===== src/rtl/seven_seg_pkg.sv =====
// Shared segment-bus definitions for the seven-segment scan driver.
// Segment order is {a,b,c,d,e,f,g}; all codes are active-low (0 = lit).
package seven_seg_pkg;

  localparam int unsigned SEG_W = 7;

  typedef logic [SEG_W-1:0] seg_t;

  localparam seg_t SEG_0   = 7'b0000001;
  localparam seg_t SEG_1   = 7'b1001111;
  localparam seg_t SEG_2   = 7'b0010010;
  localparam seg_t SEG_3   = 7'b0000110;
  localparam seg_t SEG_4   = 7'b1001100;
  localparam seg_t SEG_5   = 7'b0100100;
  localparam seg_t SEG_6   = 7'b0100000;
  localparam seg_t SEG_7   = 7'b0001111;
  localparam seg_t SEG_8   = 7'b0000000;
  localparam seg_t SEG_9   = 7'b0000100;
  localparam seg_t SEG_OFF = 7'b1111111;

endpackage


===== src/rtl/bcd_to_seg.sv =====
// Combinational BCD to active-low seven-segment decoder.
// Non-decimal codes (10..15) produce a dark digit.
module bcd_to_seg
  import seven_seg_pkg::*;
(
  input  logic [3:0]       bcd_i,
  output logic [SEG_W-1:0] seg_o
);

  // Map each BCD code to its segment pattern.
  always_comb begin
    seg_o = SEG_OFF;
    unique case (bcd_i)
      4'd0:    seg_o = SEG_0;
      4'd1:    seg_o = SEG_1;
      4'd2:    seg_o = SEG_2;
      4'd3:    seg_o = SEG_3;
      4'd4:    seg_o = SEG_4;
      4'd5:    seg_o = SEG_5;
      4'd6:    seg_o = SEG_6;
      4'd7:    seg_o = SEG_7;
      4'd8:    seg_o = SEG_8;
      4'd9:    seg_o = SEG_9;
      default: seg_o = SEG_OFF;
    endcase
  end

endmodule


===== src/rtl/seven_seg_scan_driver.sv =====
// Multiplexed seven-segment scan driver with double-buffered BCD value,
// leading-zero blanking, per-digit blink and decimal point, and a short
// all-anodes-off interval at the start of each digit slot to avoid ghosting.
// All outputs are registered and lag the scan state by one cycle.
module seven_seg_scan_driver
  import seven_seg_pkg::*;
#(
  parameter int unsigned NUM_DIGITS    = 8,
  parameter int unsigned SCAN_DIV      = 50000,
  parameter int unsigned BLANK_CYCLES  = 16,
  parameter int unsigned BLINK_FRAMES  = 64,
  parameter bit          AN_ACTIVE_LOW = 1'b1
) (
  input  logic                    clk,
  input  logic                    rst_n,
  input  logic [4*NUM_DIGITS-1:0] bcd_in,
  input  logic                    load,
  input  logic                    blank_lz,
  input  logic [NUM_DIGITS-1:0]   blink_mask,
  input  logic [NUM_DIGITS-1:0]   dp_mask,
  output logic [SEG_W-1:0]        seg,
  output logic                    dp,
  output logic [NUM_DIGITS-1:0]   an,
  output logic                    frame_tick
);

  localparam int unsigned SW = $clog2(SCAN_DIV);
  localparam int unsigned DW = $clog2(NUM_DIGITS);
  localparam int unsigned FW = $clog2(BLINK_FRAMES + 1);
  localparam logic [NUM_DIGITS-1:0] AN_IDLE = AN_ACTIVE_LOW ? '1 : '0;

  logic [SW-1:0]           slot_q, slot_d;
  logic [DW-1:0]           dig_q, dig_d;
  logic [FW-1:0]           fcnt_q, fcnt_d;
  logic                    blink_q, blink_d;
  logic [4*NUM_DIGITS-1:0] shadow_q, shadow_d;
  logic [4*NUM_DIGITS-1:0] disp_q, disp_d;

  logic [SEG_W-1:0]        seg_q, seg_d;
  logic                    dp_q, dp_d;
  logic [NUM_DIGITS-1:0]   an_q, an_d;
  logic                    ft_q, ft_d;

  logic                    slot_last, dig_last, frame_end, active;
  logic [3:0]              cur_bcd;
  logic                    cur_dp, cur_blink, cur_lz;
  logic [NUM_DIGITS-1:0]   lz_mask, an_hot;
  logic                    seen_nz;
  logic [SEG_W-1:0]        dec_seg;

  assign slot_last = (slot_q == SW'(SCAN_DIV - 1));
  assign dig_last  = (dig_q == DW'(NUM_DIGITS - 1));
  assign frame_end = slot_last & dig_last;
  assign active    = (slot_q >= SW'(BLANK_CYCLES));

  // Scan position, blink phase and the shadow/display double buffer.
  always_comb begin
    slot_d   = slot_last ? '0 : slot_q + 1'b1;
    dig_d    = dig_q;
    fcnt_d   = fcnt_q;
    blink_d  = blink_q;
    shadow_d = load ? bcd_in : shadow_q;
    disp_d   = disp_q;
    if (slot_last) begin
      dig_d = dig_last ? '0 : dig_q + 1'b1;
    end
    if (frame_end) begin
      // A load coinciding with the boundary bypasses the shadow so the
      // new value is not delayed by a whole frame.
      disp_d = load ? bcd_in : shadow_q;
      if (fcnt_q == FW'(BLINK_FRAMES - 1)) begin
        fcnt_d  = '0;
        blink_d = ~blink_q;
      end else begin
        fcnt_d = fcnt_q + 1'b1;
      end
    end
  end

  // Leading-zero mask: walk from the top digit down until a nonzero digit.
  always_comb begin
    lz_mask = '0;
    seen_nz = 1'b0;
    for (int unsigned k = 0; k < NUM_DIGITS; k++) begin
      seen_nz = seen_nz | (disp_q[4*(NUM_DIGITS-1-k) +: 4] != 4'd0);
      lz_mask[NUM_DIGITS-1-k] = blank_lz & ~seen_nz & ((NUM_DIGITS-1-k) != 0);
    end
  end

  // Select the attributes of the digit currently being scanned.
  always_comb begin
    cur_bcd   = '0;
    cur_dp    = 1'b0;
    cur_blink = 1'b0;
    cur_lz    = 1'b0;
    an_hot    = '0;
    for (int unsigned k = 0; k < NUM_DIGITS; k++) begin
      if (DW'(k) == dig_q) begin
        cur_bcd   = disp_q[4*k +: 4];
        cur_dp    = dp_mask[k];
        cur_blink = blink_mask[k];
        cur_lz    = lz_mask[k];
        an_hot[k] = active;
      end
    end
  end

  bcd_to_seg u_dec (
    .bcd_i (cur_bcd),
    .seg_o (dec_seg)
  );

  // Next values for the registered display outputs.
  always_comb begin
    an_d = AN_ACTIVE_LOW ? ~an_hot : an_hot;
    ft_d = frame_end;
    if (!active || cur_lz || (blink_q && cur_blink)) begin
      seg_d = SEG_OFF;
    end else begin
      seg_d = dec_seg;
    end
    if (!active || (blink_q && cur_blink)) begin
      dp_d = 1'b1;
    end else begin
      dp_d = ~cur_dp;
    end
  end

  // State and output registers with asynchronous reset.
  always_ff @(posedge clk or negedge rst_n) begin
    if (!rst_n) begin
      slot_q   <= '0;
      dig_q    <= '0;
      fcnt_q   <= '0;
      blink_q  <= 1'b0;
      shadow_q <= '0;
      disp_q   <= '0;
      seg_q    <= SEG_OFF;
      dp_q     <= 1'b1;
      an_q     <= AN_IDLE;
      ft_q     <= 1'b0;
    end else begin
      slot_q   <= slot_d;
      dig_q    <= dig_d;
      fcnt_q   <= fcnt_d;
      blink_q  <= blink_d;
      shadow_q <= shadow_d;
      disp_q   <= disp_d;
      seg_q    <= seg_d;
      dp_q     <= dp_d;
      an_q     <= an_d;
      ft_q     <= ft_d;
    end
  end

  assign seg        = seg_q;
  assign dp         = dp_q;
  assign an         = an_q;
  assign frame_tick = ft_q;

endmodule


===== config.mk =====
export PLATFORM = sky130hd
export DESIGN_NAME = seven_seg_scan_driver
export DESIGN_NICKNAME = d
export VERILOG_FILES = /design/src/rtl/seven_seg_pkg.sv /design/src/rtl/bcd_to_seg.sv /design/src/rtl/seven_seg_scan_driver.sv
export SDC_FILE = /design/constraint.sdc
export NUM_CORES = 1
export LEC_CHECK = 0
export CORE_ASPECT_RATIO = 0.6
export CORE_UTILIZATION = 47
export CTS_CLUSTER_DIAMETER = 200
export DETAILED_ROUTE_END_ITERATION = 7
export HOLD_SLACK_MARGIN = 0.1
export MAX_ROUTING_LAYER = met4
export PLACE_DENSITY = 0.7
export SYNTH_ARGS = -nofsm -noshare
export SYNTH_HDL_FRONTEND = slang
export SYNTH_SLANG_ARGS = --single-unit

===== constraint.sdc =====
create_clock -name clk -period 3.24 [get_ports clk]
set_clock_uncertainty 0.05 [all_clocks]
set_input_delay 0.648 -clock clk [delete_from_list [all_inputs] [get_ports clk]]
set_output_delay 0.648 -clock clk [all_outputs]
set_load 0.02 [all_outputs]

---- After elaboration in Yosys (flattened, before gate mapping) ----
Memory sizes are Yosys's and may differ from the RTL's.
Cells that the tools add are included.
W data, S select, Z words.
operators by class
  add/sub/neg operators ................... 3
  $lt $le $gt $ge ......................... 1
  eq/ne operators ......................... 10
  muxes and demuxes ....................... 45
  bitwise logic cells ..................... 24
  reductions and logical operators ........ 14
operator list
  cell                     count
  $mux W1                  32
  $mux W32                 1
  $mux W4                  8
  $reduce_bool A4 Y1       7
  $add A16 B1 Y16 const B  1
  $eq A16 B16 Y1 const B   1
  $ge A16 B5 Y1 const B    1
  $mux W16                 1
  $mux W7                  2
  $eq A3 B3 Y1 const A     4
  $not A1 Y1               9
  $and A1 B1 Y1            8
  $not A8 Y8               1
  $add A7 B1 Y7 const B    1
  $eq A7 B6 Y1 const B     1
  $eq A2 B3 Y1 const A     2
  $or A1 B1 Y1             6
  $add A3 B1 Y3 const B    1
  $eq A1 B3 Y1 const A     1
  $eq A3 B3 Y1 const B     1
  $logic_not A3 Y1         1
  $logic_or A1 B1 Y1       3
  $mux W3                  1
  $reduce_and A2 Y1        1
  other kinds (2)          2
word-level totals
  register bits ........................... 108
  bits in read-only memories .............. 112
  logic and storage cells ................. 108
  memories kept ........................... 1
memories
  memory           depth  bits a word  read ports  clocked after memory_dff  write ports  line              source
  (no name shown)  16     7            1           0                         0            bcd_to_seg.sv:13  unique case (bcd_i)

---- Longest topological paths before layout ----
Gate-level depths: netlist of the first run.
  depth after elaboration ................. 19
  gate-level depth with buffers ........... 14
  depth with buffers taken out ............ 11

---- Hierarchy ----
Synthesis of the first run repeated with hierarchy kept, for this count alone.
unflattened totals
  cell total of the unflattened synthesis .. 447
  area, all modules ....................... 5185.0 um^2
by module, submodules not included
  module                 times used  cells each  area each (um^2)  seq. area each (um^2)
  seven_seg_scan_driver  1           414         4974.8            2722.6
  bcd_to_seg             1           33          210.2             0.0

---- Least setup slack after synthesis of the first run ----
Ideal clock, no wire load.
  path type ............................... register to register
  from .................................... register dig_q[0]
  to ...................................... register seg_q[5], in the netlist seg[5]
  data arrival time ....................... 2.525 ns
  required time ........................... 3.102 ns
  setup slack ............................. 0.577 ns
  cell stages (with the launch flop) ...... 13
  cells stage by stage .................... dfrtp_1 inv_1 ha_1 buf_2 buf_1 nand2_1 o211ai_1 o211ai_1 a2bb2oi_1 inv_1 ha_1 nor2_1 or3b_1
on the way
  longest elaborated chain between the ends .. 12
RTL lines
  item                                                                     line                          source
  start, declared                                                          seven_seg_scan_driver.sv:33   logic [DW-1:0] dig_q, dig_d;
  start signal, assigned                                                   seven_seg_scan_driver.sv:144  dig_q <= dig_d;
  parallel branches: the longest is 11 deep, another holds $mem_v2 Z16 W7  n/a
  $mux W7 *                                                                seven_seg_scan_driver.sv:117  if (!active || cur_lz || (blink_q && cur_blink)) begin
  named net seg_d[5]                                                       seven_seg_scan_driver.sv:39   logic [SEG_W-1:0] seg_q, seg_d;
  end signal, assigned                                                     seven_seg_scan_driver.sv:149  seg_q <= seg_d;
  end, declared                                                            seven_seg_scan_driver.sv:39
Mark *: on every way through the listed nets, which the timed path passes.
A chain may end at the register's enable or synchronous reset.

---- Worst setup path in the final report of the first run ----
  from .................................... register dig_q[0]
  to ...................................... register seg_q[2], in the netlist seg[2]
The elaborated chain is that of the path after synthesis.

==> results of run 1 <==
==> sequential cells by signal, indices dropped and copies added (netlist names) <==
signal      count
frame_tick      1
fcnt_q          7
seg             7
slot_q         16
shadow_q       32
disp_q         32
blink_q         1
dp              1
dig_q           3
an              8
==> path summary, 6_finish.rpt <==
check | depth (start not counted) | startpoint | to
max | 11 | dig_q[0] | seg[2]
min | 1 | rst_n | slot_q[3]
max reg2reg | 11 | dig_q[0] | seg[2]
min reg2reg | 1 | blink_q | blink_q
max in group asynchronous | 2 | rst_n | seg[2]
min in group clk | 1 | blink_q | blink_q
==> critical path: cells and delay by family (launching register included) <==
kind                     cells  cell delay (ns)
AND/OR/NAND/NOR              1             0.26
adder cells (fa/ha/maj)      2             0.62
buffers and inverters        3             0.53
flip-flops                   1             0.39
AO/OA/AOI/OAI                5             1.05
==> cells in the mapped netlist, drive strengths merged, types with 5 or more instances <==
cell,n
dfrtp,92
mux2,62
nand2,49
o21ai,30
nor2,23
a21oi,19
nand3,19
buf,16
dfstp,16
ha,15
inv,14
nor4,10
o211ai,8
xor2,8
nor3,7
xnor2,7
a21o,5
a31oi,5
and3,5
clkbuf,5
==> metrics by stage <==
step | hold slack (ns) | power (mW) | cells | instance area (sq um)
final | 0.285 | 2.84 | 668 | 6370
after global routing | 0.340 | 2.96 | 668 | 6370
after CTS | 0.305 | 2.87 | 668 | 6370
after detailed placement | 0.418 | 1.75 | 652 | 6050
after global placement | 0.407 | 1.74 | 652 | 6050
after floorplan | 0.302 | 1.60 | 458 | 5240
==> final cells by class <==
cell class / count / share of cell area [%]
sequential: 108 / 42.8
clock inverter: 5 / 0.943
timing repair buffer: 76 / 11.8
multi-input combinational: 315 / 37.0
tap: 139 / 2.73
clock buffer: 11 / 3.97
inverter: 14 / 0.825
==> cell families after synthesis <==
logic type / share of synthesized area, %
XOR/XNOR: 2.51
buffers and inverters: 3.17
AND/OR/NAND/NOR: 13.1
AO/OA/AOI/OAI: 10.7
multiplexers: 15.0
adder cells (fa/ha/maj): 3.58
flip-flops: 51.9
==> metal layers <==
| layer | wire length [um] | GRT usage, % | up-vias |
|---|---|---|---|
| met5 | 0 | - | - |
| met3 | 972 | 5.62 | 22 |
| met4 | 186 | 6.33 | 0 |
| li1 | - | - | 1760 |
| met1 | 6050 | 33.9 | 1850 |
| met2 | 4870 | 31.4 | 190 |
==> power groups by stage <==
stage / logic [mW] / registers, mW / clock network, mW
2_1_floorplan: 0.118 / 1.48 / 0
3_3_place_gp: 0.263 / 1.48 / 0
3_5_place_dp: 0.268 / 1.48 / 0
4_1_cts: 0.271 / 1.46 / 1.14
5_1_grt: 0.292 / 1.46 / 1.20
6_report: 0.268 / 1.46 / 1.12
==> metrics.md, run 1 <==
| Metric | Value |
|---|---|
| Status | complete, but fails checks |
| Violations in the final reports | DRC |
| Storage element area | 0.00272 sq mm |
| PostCTS Resize Cnt | 0 |
| Maximum clock rate | 335 MHz |
| Slack of the worst reg-to-reg path | 0.25 ns |
| Tightest Hold Check Type | in2async |
| Area share of the leading cell type in the synthesized netlist | 43.9% |
| Top flip-flop cell by instance count after synthesis | sky130_fd_sc_hd__dfrtp_1 |
| Startpoint type of the worst setup path | flop |
| Register area share after synthesis | 51.9% |
| Number of global-route vias before repair | 3764 |
| Die height | 83.8 um |
| # H-tree levels | 3 |
| Clock insertion delay at the later pin of the skew report | 0.34 ns |
| Worst setup slack after placement | 0.388 ns |
| Final routed wirelength across all metal layers | 12100 um |
| Initial cell density of the core | 49.0% |
| First-pass GRT wire length | 19800 um |
| Number of rows created at floorplan | 29 |
| Register clock-pin slew on the reported worst setup and hold paths | 0.07 ns |
| First-iteration detailed-routing DRC count | 372 |
| Hold-fix buffers, CTS | 0 |
| Io pins | 69 |
| Net load switching power | 0.627 mW |
| Total of fill cells in the finished design | 846 |
| Area overhead of the layout relative to synthesis | 21.4% |
| CTS tree | yes |
| Synth Register Bits | 108 |
| Routability Congestion | 0.958 |
| Signal arrival time at the worst endpoint | 3.20 ns |
| Clock Tree Buf Depth | 2 |
| Vias after detailed routing | 3822 |
| TritonRoute pass-1 iters | 7 |
| GRT overflow | 0 |
| Final-report setup violation count | 0 |
| Half-perimeter wire length after detailed placement | 8680 um |
| Pin count of the biggest net entering global routing | 57 |
| Sequential cell fraction of total power | 51.3% |
| Number of library cell types mapped by synthesis | 57 |
| Number of nets produced by synthesis | 525 |
| Width of the chip | 138 um |
| Average wire per standard cell | 18.1 um |
| Min Tclk post-route | 2.99 ns |
| Average size of a mapped cell | 11.4 sq um |
| Slowest library cell on the worst path | sky130_fd_sc_hd__dfrtp_1 |
| Number of antenna violations at the first check in global routing | 0 |
| Most area-hungry cell type in the Yosys netlist | sky130_fd_sc_hd__dfrtp_1 |
| Combinational Power Share | 9.4% |
| Fraction of the cycle the final worst path needs | 92.2% |
| Critical path endpoint category | flop |
| GR Util All Layers | 23.0% |
| Count of inserted antenna diode cells | 0 |
| Maximum resistive drop on vdd | 0.000309 V |
| Clk network pwr share | 39.3% |
| Worst Max-Slew Pin Slew | 0.671 ns |
| CP max FO | 14 |
| Hold violation total from the final report | 0 |
| Clock root buffer | sky130_fd_sc_hd__clkbuf_16 |
| Top post-synthesis cells by area | sky130_fd_sc_hd__dfrtp_1, sky130_fd_sc_hd__mux2_2, sky130_fd_sc_hd__dfstp_2 |
| Core box area | 0.0107 sq mm |
| Share of total power consumed by net switching | 22.0% |
| Count of input and output buffers | 68 |
| Post-CTS Setup Bufs | 0 |
| Synthesized instance count | 458 |
| Sequence of cells on the critical path | inv_1, ha_1, buf_4, o21ai_0, o211ai_1, a2bb2oi_1, inv_1, ha_1, nor3_1, a211oi_1, o21ai_0 |
| Slowest stage delay, CP | 0.39 ns |
| Accumulated negative setup slack | 0 ns |
| Antenna-violating nets left | 0 |
| Final routed DRC violation total | 17 |
| Final number of max-transition violations | 0 |
| Static leakage power | 2.78 nW |
| Warnings, synthesis | 0 |
| Fraction of final layout cells sized beyond drive strength 1 | 21.6% |
| Share of flip-flops with an asynchronous set or reset after synthesis | 100% |
| Die area | 0.0116 sq mm |
| RSZ-0062 raised after global routing | false |
| Number of nets in the final layout | 591 |
| Clock buffer count from CTS | 9 |
| Clock sinks | 108 |
| Required time at the endpoint of the critical path | 3.46 ns |
| Cell area after technology mapping | 0.00524 sq mm |
| Max-cap viol count | 0 |
| Number of enable flip-flop cells after synthesis | 0 |
| Combined area of the multi-input logic cells | 0.00235 sq mm |
| Setup WS post-layout | 0.252 ns |
| Most frequent standard cell in the layout excluding fill and tap cells | sky130_fd_sc_hd__dfrtp_1 |
| Vias per std cell | 5.72 |
| Headroom to the max-slew limit | 55.2% |
| Highest-count cells in the layout ignoring fill and taps | sky130_fd_sc_hd__dfrtp_1, sky130_fd_sc_hd__clkdlybuf4s50_1, sky130_fd_sc_hd__nand2_1 |
| Internal power consumption | 2.22 mW |
| Core occupancy in the finished layout | 59.5% |
| Critical path start-end classification | reg2reg |
| Power density over the cells | 447 mW/mm^2 |
(Power assumes the default switching activity.)
==> inputs of run 2 (changes only) <==
- SETUP_SLACK_MARGIN: default -> 0.5
==> run 2 against run 1 <==
Compared with the run above:
- sequential power hardly changed
- utilization is 1.6 points higher
- non-clock buffer count is 6 higher
- sequential share of layout area is 1.1 points lower
- the flow still finishes with violations (DRC)
- register-to-register slack better by 0.28 ns
- routed wire length is 6.2% higher
- die area stayed put
- via count is 3.1% higher
==> metrics.md, run 2 (synthesis results as in run 1) <==
| Metric | Value |
|---|---|
| Status | complete, but fails checks (unchanged) |
| Number of nets in the final layout | 598 (was 591) |
| Fraction of final layout cells sized beyond drive strength 1 | 25.6% (was 21.6%) |
| Accumulated negative setup slack | 0 ns (unchanged) |
| Clock sinks | 108 (unchanged) |
| Combinational Power Share | 9.7% (was 9.4%) |
| Antenna-violating nets left | 0 (unchanged) |
| GRT overflow | 0 (unchanged) |
| Cell family contributing the most delay on the critical path | compound AO/OA/AOI/OAI gates (unchanged) |
| Clock insertion delay at the later pin of the skew report | 0.34 ns (about the same) |
| Leading registers by flop count | disp_q: 32 flops, shadow_q: 32 flops, slot_q: 16 flops (unchanged) |
| First-iteration detailed-routing DRC count | 380 (was 372) |
| Most frequent standard cell in the layout excluding fill and tap cells | sky130_fd_sc_hd__dfrtp_1 (unchanged) |
| Number of global-route vias before repair | 3779 (was 3764) |
| Maximum resistive drop on vdd | 0.000305 V (was 0.000309 V) |
| Slowest stage delay, CP | 0.45 ns (was 0.39 ns) |
| Worst Max-Slew Pin Slew | 0.678 ns (was 0.671 ns) |
| Average wire per standard cell | 19.0 um (was 18.1 um) |
| Cell mode on critical path | sky130_fd_sc_hd__ha_1 |
| Clk network pwr share | 39.1% (was 39.3%) |
| Sequence of cells on the critical path | ha_1, ha_2, a21oi_2, o31ai_4, a211oi_2, nor2_2, buf_4, ha_1, nor3_2, a211oi_1, o21ai_0 (was inv_1, ha_1, buf_4, o21ai_0, o211ai_1, a2bb2oi_1, inv_1, ha_1, nor3_1, a211oi_1, o21ai_0) |
| Worst path bufs/invs | 1 (was 3) |
| Core occupancy in the finished layout | 61.1% (was 59.5%) |
| Final-report setup violation count | 0 (unchanged) |
| Met1 routing resource usage after global routing | 33.9% (unchanged) |
| Clock root buffer | sky130_fd_sc_hd__clkbuf_16 (unchanged) |
| Vias per std cell | 5.84 (was 5.72) |
| Clock Tree Buf Depth | 2 (unchanged) |
| Critical path endpoint category | flop (unchanged) |
| Number of rows created at floorplan | 29 (unchanged) |
| Peak-usage layer in the global routing report | met1 (unchanged) |
| Vias after detailed routing | 3939 (was 3822) |
| Hold-fix buffers, CTS | 0 (unchanged) |
| Headroom to the max-slew limit | 54.8% (was 55.2%) |
| Half-perimeter wire length after detailed placement | 8680 um (unchanged) |
| Final routed wirelength across all metal layers | 12800 um (was 12100 um) |
| Met3 usage | 5.62% (unchanged) |
| Final routed DRC violation total | 17 (unchanged) |
| Register clock-pin slew on the reported worst setup and hold paths | 0.07 ns (about the same) |
| CP max FO | 8 (was 14) |
| Highest-count cells in the layout ignoring fill and taps | sky130_fd_sc_hd__dfrtp_1, sky130_fd_sc_hd__clkdlybuf4s50_1, sky130_fd_sc_hd__nand2_1 (unchanged) |
| Internal power consumption | 2.22 mW (about the same) |
| TritonRoute pass-1 iters | 8 (was 7) |
| Die area | 0.0116 sq mm (unchanged) |
| Count of input and output buffers | 68 (unchanged) |
| Sequential cell fraction of total power | 51.2% (was 51.3%) |
| Die height | 83.8 um (unchanged) |
| Critical path start-end classification | reg2reg (unchanged) |
| Final number of max-transition violations | 0 (unchanged) |
| Fin Hold WS | 0.288 ns (was 0.285 ns) |
| GR Util All Layers | 23.1% (was 23.0%) |
| Startpoint type of the worst setup path | flop (unchanged) |
| Slowest library cell on the worst path | sky130_fd_sc_hd__dfrtp_1 (unchanged) |
| Pin count of the biggest net entering global routing | 57 (unchanged) |
| Width of the chip | 138 um (unchanged) |
| Max-cap viol count | 0 (unchanged) |
| Core box area | 0.0107 sq mm (unchanged) |
| RSZ-0062 raised after global routing | false (unchanged) |
| Share of total power consumed by net switching | 22.0% (about the same) |
| Min Tclk post-route | 2.71 ns (was 2.99 ns) |
| Initial cell density of the core | 49.0% (unchanged) |
| Area overhead of the layout relative to synthesis | 24.7% (was 21.4%) |
| Power density over the cells | 436 mW/mm^2 (was 447 mW/mm^2) |
| Hold violation total from the final report | 0 (unchanged) |
| Io pins | 69 (unchanged) |
| Signal arrival time at the worst endpoint | 2.92 ns (was 3.20 ns) |
| Number of antenna violations at the first check in global routing | 0 (unchanged) |
| Maximum clock rate | 370 MHz (was 335 MHz) |
| CTS tree | yes (unchanged) |
| Fraction of the cycle the final worst path needs | 83.5% (was 92.2%) |
| Tightest Hold Check Type | in2async (unchanged) |
| Fraction of met2 tracks used by global routing | 31.7% (was 31.4%) |
| Net load switching power | 0.628 mW (was 0.627 mW) |
| First-pass GRT wire length | 19900 um (was 19800 um) |
| Static leakage power | 2.82 nW (was 2.78 nW) |
| Required time at the endpoint of the critical path | 3.45 ns (was 3.46 ns) |
| Clock buffer count from CTS | 9 (unchanged) |
| Count of inserted antenna diode cells | 0 (unchanged) |
| # H-tree levels | 3 (unchanged) |
| Violations in the final reports | DRC (unchanged) |
| Routability Congestion | 0.958 (unchanged) |
-- run 2: cell types whose count changed in the layout (fill, tap and decap cells not counted), moves of 2 or more --
cell                     previous run  this run
sky130_fd_sc_hd__buf_4              8        13
sky130_fd_sc_hd__ha_1              15        10
sky130_fd_sc_hd__ha_4               0         4
sky130_fd_sc_hd__inv_1             13        10
sky130_fd_sc_hd__inv_2              1         3
sky130_fd_sc_hd__nor2_1            23        21
sky130_fd_sc_hd__nor2_2             0         2
-- run 2: worst paths after layout --
path                                from   endpoint  slack [ns]  depth (start not counted)
worst max-delay path            dig_q[0]     seg[2]        0.53                         11
worst min-delay path               rst_n  slot_q[3]        0.29                          1
worst max register to register  dig_q[0]     seg[2]        0.53                         11
worst min register to register   blink_q    blink_q        0.43                          1
max in group asynchronous          rst_n     seg[2]        2.08                          2
min in group clk                 blink_q    blink_q        0.43                          1
-- run 2: cell type report --
class | count | area (sq um)
well taps | 139 | 174
inverters | 14 | 56.3
multi-input cells | 316 | 2470
flip-flops and latches | 108 | 2720
fillers | 827 | 4170
repair buffers | 82 | 803
clock buffers | 11 | 253
clock inverters | 5 | 60.1
-- run 2: repair_timing --
action,in CTS,in global routing
setup endpoints to repair,6,38
pin swaps,0,3
setup buffers,0,6
gates resized for setup,4,21
cloned,0,1
-- run 2: layer usage --
layer | up-vias | routed length (um) | part of all wire, %
li1 | 1782 | - | -
met4 | 0 | 199 | 1.6
met3 | 22 | 981 | 7.7
met5 | - | 0 | 0
met1 | 1934 | 6320 | 49
met2 | 201 | 5320 | 41
-- run 2: metrics by stage --
step | area [sq um] | total power, mW | setup slack (ns) | instances
after floorplan | 5240 | 1.60 | 0.577 | 458
after global placement | 6050 | 1.74 | 0.536 | 652
after detailed placement | 6050 | 1.75 | 0.388 | 652
after CTS | 6380 | 2.87 | 0.514 | 668
after global routing | 6540 | 2.97 | 0.457 | 675
final | 6540 | 2.85 | 0.535 | 675
-- run 2: power groups by stage --
stage / registers, mW / clock network [mW] / logic [mW]
2_1_floorplan: 1.48 / 0 / 0.118
3_3_place_gp: 1.48 / 0 / 0.263
3_5_place_dp: 1.48 / 0 / 0.268
4_1_cts: 1.46 / 1.14 / 0.272
5_1_grt: 1.46 / 1.20 / 0.300
6_report: 1.46 / 1.11 / 0.277
==> inputs of run 3 (changes only) <==
- clock period: 3.24 -> 2.66 ns (I/O delays scaled with it)
==> run 3 against run 2 <==
Compared with the run above:
- the flow still finishes with violations (DRC)
- highest routed layer unchanged
- register-to-register slack worse by 0.32 ns
- critical path type unchanged
- critical path depth down 2
- worst hold slack worse by 0.090 ns
- critical endpoint is now seg[5]
- count of clock-buffer cells in the layout shrank 1
- cell area grew 6.4%
- sequential power grew 21%
- first-iteration DRC count down 33%
- sequential cell count unchanged
- sequential share of layout area fell by 2.5 points
- clock power is 23% higher
- global-route usage rose by 0.51 points
- via count down 0.66%
==> metrics.md, run 3 (synthesis results as in run 1) <==
| Metric | Value |
|---|---|
| Vias after detailed routing | 3913 (was 3939) |
| Count of input and output buffers | 68 (unchanged) |
| Number of rows created at floorplan | 29 (unchanged) |
| Io pins | 69 (unchanged) |
| Status | complete, but fails checks (unchanged) |
| Startpoint type of the worst setup path | flop (unchanged) |
| Critical path start-end classification | reg2reg (unchanged) |
| Area overhead of the layout relative to synthesis | 32.7% (was 24.7%) |
| Final-report setup violation count | 0 (unchanged) |
| Final number of max-transition violations | 0 (unchanged) |
| Max-cap viol count | 0 (unchanged) |
| Clock sinks | 108 (unchanged) |
| Most frequent standard cell in the layout excluding fill and tap cells | sky130_fd_sc_hd__dfrtp_1 (unchanged) |
| Maximum clock rate | 409 MHz (was 370 MHz) |
| Worst Max-Slew Pin Slew | 0.599 ns (was 0.678 ns) |
| Final routed wirelength across all metal layers | 13000 um (was 12800 um) |
| FF-to-FF Start | dig_q[0] (unchanged) |
| Number of global-route vias before repair | 3725 (was 3779) |
| Signal arrival time at the worst endpoint | 2.66 ns (was 2.92 ns) |
| RSZ-0062 raised after global routing | true (was false) |
| Hold-fix buffers, CTS | 0 (unchanged) |
| Leading registers by flop count | disp_q: 32 flops, shadow_q: 32 flops, slot_q: 16 flops (unchanged) |
| Tightest Hold Check Type | in2async (unchanged) |
| Clock Tree Buf Depth | 2 (unchanged) |
| Accumulated negative setup slack | 0 ns (unchanged) |
| Maximum resistive drop on vdd | 0.000320 V (was 0.000305 V) |
| Die area | 0.0116 sq mm (unchanged) |
| Initial cell density of the core | 49.0% (unchanged) |
| Die height | 83.8 um (unchanged) |
| Clock root buffer | sky130_fd_sc_hd__clkbuf_16 (unchanged) |
| Half-perimeter wire length after detailed placement | 8860 um (was 8680 um) |
| Clock buffer count from CTS | 9 (unchanged) |
| Vias per std cell | 5.56 (was 5.84) |
| Highest-count cells in the layout ignoring fill and taps | sky130_fd_sc_hd__dfrtp_1, sky130_fd_sc_hd__clkdlybuf4s50_1, sky130_fd_sc_hd__nand2_1 (unchanged) |
| Min Tclk post-route | 2.44 ns (was 2.71 ns) |
| Critical path endpoint category | flop (unchanged) |
| Final routed DRC violation total | 18 (was 17) |
| Headroom to the max-slew limit | 59.7% (was 54.8%) |
| Width of the chip | 138 um (unchanged) |
| GR Util All Layers | 23.6% (was 23.1%) |
| Violations in the final reports | DRC (unchanged) |
| Average wire per standard cell | 18.5 um (was 19.0 um) |
| Static leakage power | 3.00 nW (was 2.82 nW) |
| Fraction of the cycle the final worst path needs | 91.8% (was 83.5%) |
| First-iteration detailed-routing DRC count | 254 (was 380) |
| Number of antenna violations at the first check in global routing | 0 (unchanged) |
| Routability Congestion | 0.944 (was 0.958) |
| Count of inserted antenna diode cells | 0 (unchanged) |
| Hold violation total from the final report | 0 (unchanged) |
| Clock insertion delay at the later pin of the skew report | 0.35 ns (was 0.34 ns) |
| Core occupancy in the finished layout | 65.0% (was 61.1%) |
| TritonRoute pass-1 iters | 7 (was 8) |
| CP max FO | 13 (was 8) |
| Register clock-pin slew on the reported worst setup and hold paths | 0.07 ns (about the same) |
| Required time at the endpoint of the critical path | 2.87 ns (was 3.45 ns) |
| Number of nets in the final layout | 627 (was 598) |
| Crit path from | dig_q[0] (unchanged) |
| Antenna-violating nets left | 0 (unchanged) |
| Total of fill cells in the finished design | 818 (was 827) |
| Core box area | 0.0107 sq mm (unchanged) |
| First-pass GRT wire length | 20400 um (was 19900 um) |
| Power density over the cells | 502 mW/mm^2 (was 436 mW/mm^2) |
| # H-tree levels | 3 (unchanged) |
| GRT overflow | 0 (unchanged) |
| CTS tree | yes (unchanged) |
| Fraction of final layout cells sized beyond drive strength 1 | 33.5% (was 25.6%) |
| Pin count of the biggest net entering global routing | 109 (was 57) |
## run 3: final cells by class
cell class              instances  area (sq um)  share of cell area, %
clock buffers                  10           239                   3.44
well taps                     139           174                   2.50
clock inverters                 6          68.8                  0.989
inverters                      14          61.3                  0.881
multi-input cells             315          2590                   37.2
repair buffers                112          1100                   15.8
flip-flops and latches        108          2730                   39.2
## run 3: path summary, 6_finish.rpt
check / end / cells after the start / slack (ns)
worst max-delay path: seg[5] / 9 / 0.22
worst min-delay path: fcnt_q[1] / 2 / 0.20
worst max register to register: seg[5] / 9 / 0.22
worst min register to register: fcnt_q[6] / 1 / 0.44
max in group asynchronous: seg[0] / 2 / 1.94
min in group clk: fcnt_q[6] / 1 / 0.44
## run 3: repair_timing
item	CTS	global route
setup buffers	11	13
endpoints found under the setup margin	40	30
pin swaps	19	22
gates cloned	0	0
resized for setup	38	17
## run 3: report_power, final
group          internal (mW)  total [mW]  leakage, nW  switching (mW)
Combinational          0.206       0.361         1.53           0.155
Clock                  0.764        1.36        0.150           0.597
Sequential              1.73        1.77         1.32          0.0414
Total                   2.70        3.50         3.00           0.793
## run 3: per-layer routing
layer	vias up	routed length [um]	global-route usage (%)	share of wire, %
li1	1830	-	-	-
met1	1904	6640	36.7	51
met2	170	5320	30.4	41
met3	9	996	6.37	7.6
met4	0	70	3.98	0.54
met5	-	0	-	0
## run 3: stage by stage
step	hold slack (ns)	std cells	power (mW)	setup slack [ns]	area, sq um
floorplan	0.186	458	1.95	0.319	5340
finish	0.199	704	3.50	0.218	6960
global placement	0.422	664	2.13	0.176	6230
CTS	0.232	691	3.52	0.294	6790
detailed placement	0.426	664	2.14	0.106	6230
global route	0.258	704	3.64	0.158	6960
## run 3: worst max-delay path: stages, from the launching register on
cell and delay (ns):
sky130_fd_sc_hd__dfrtp_2 0.45, sky130_fd_sc_hd__inv_4 0.07, sky130_fd_sc_hd__ha_4 0.18, sky130_fd_sc_hd__buf_6 0.15, sky130_fd_sc_hd__a21oi_1 0.21, sky130_fd_sc_hd__nor2_1 0.08, sky130_fd_sc_hd__a31oi_1 0.27, sky130_fd_sc_hd__o21a_1 0.36
sky130_fd_sc_hd__a21oi_1 0.15, sky130_fd_sc_hd__or3b_1 0.38
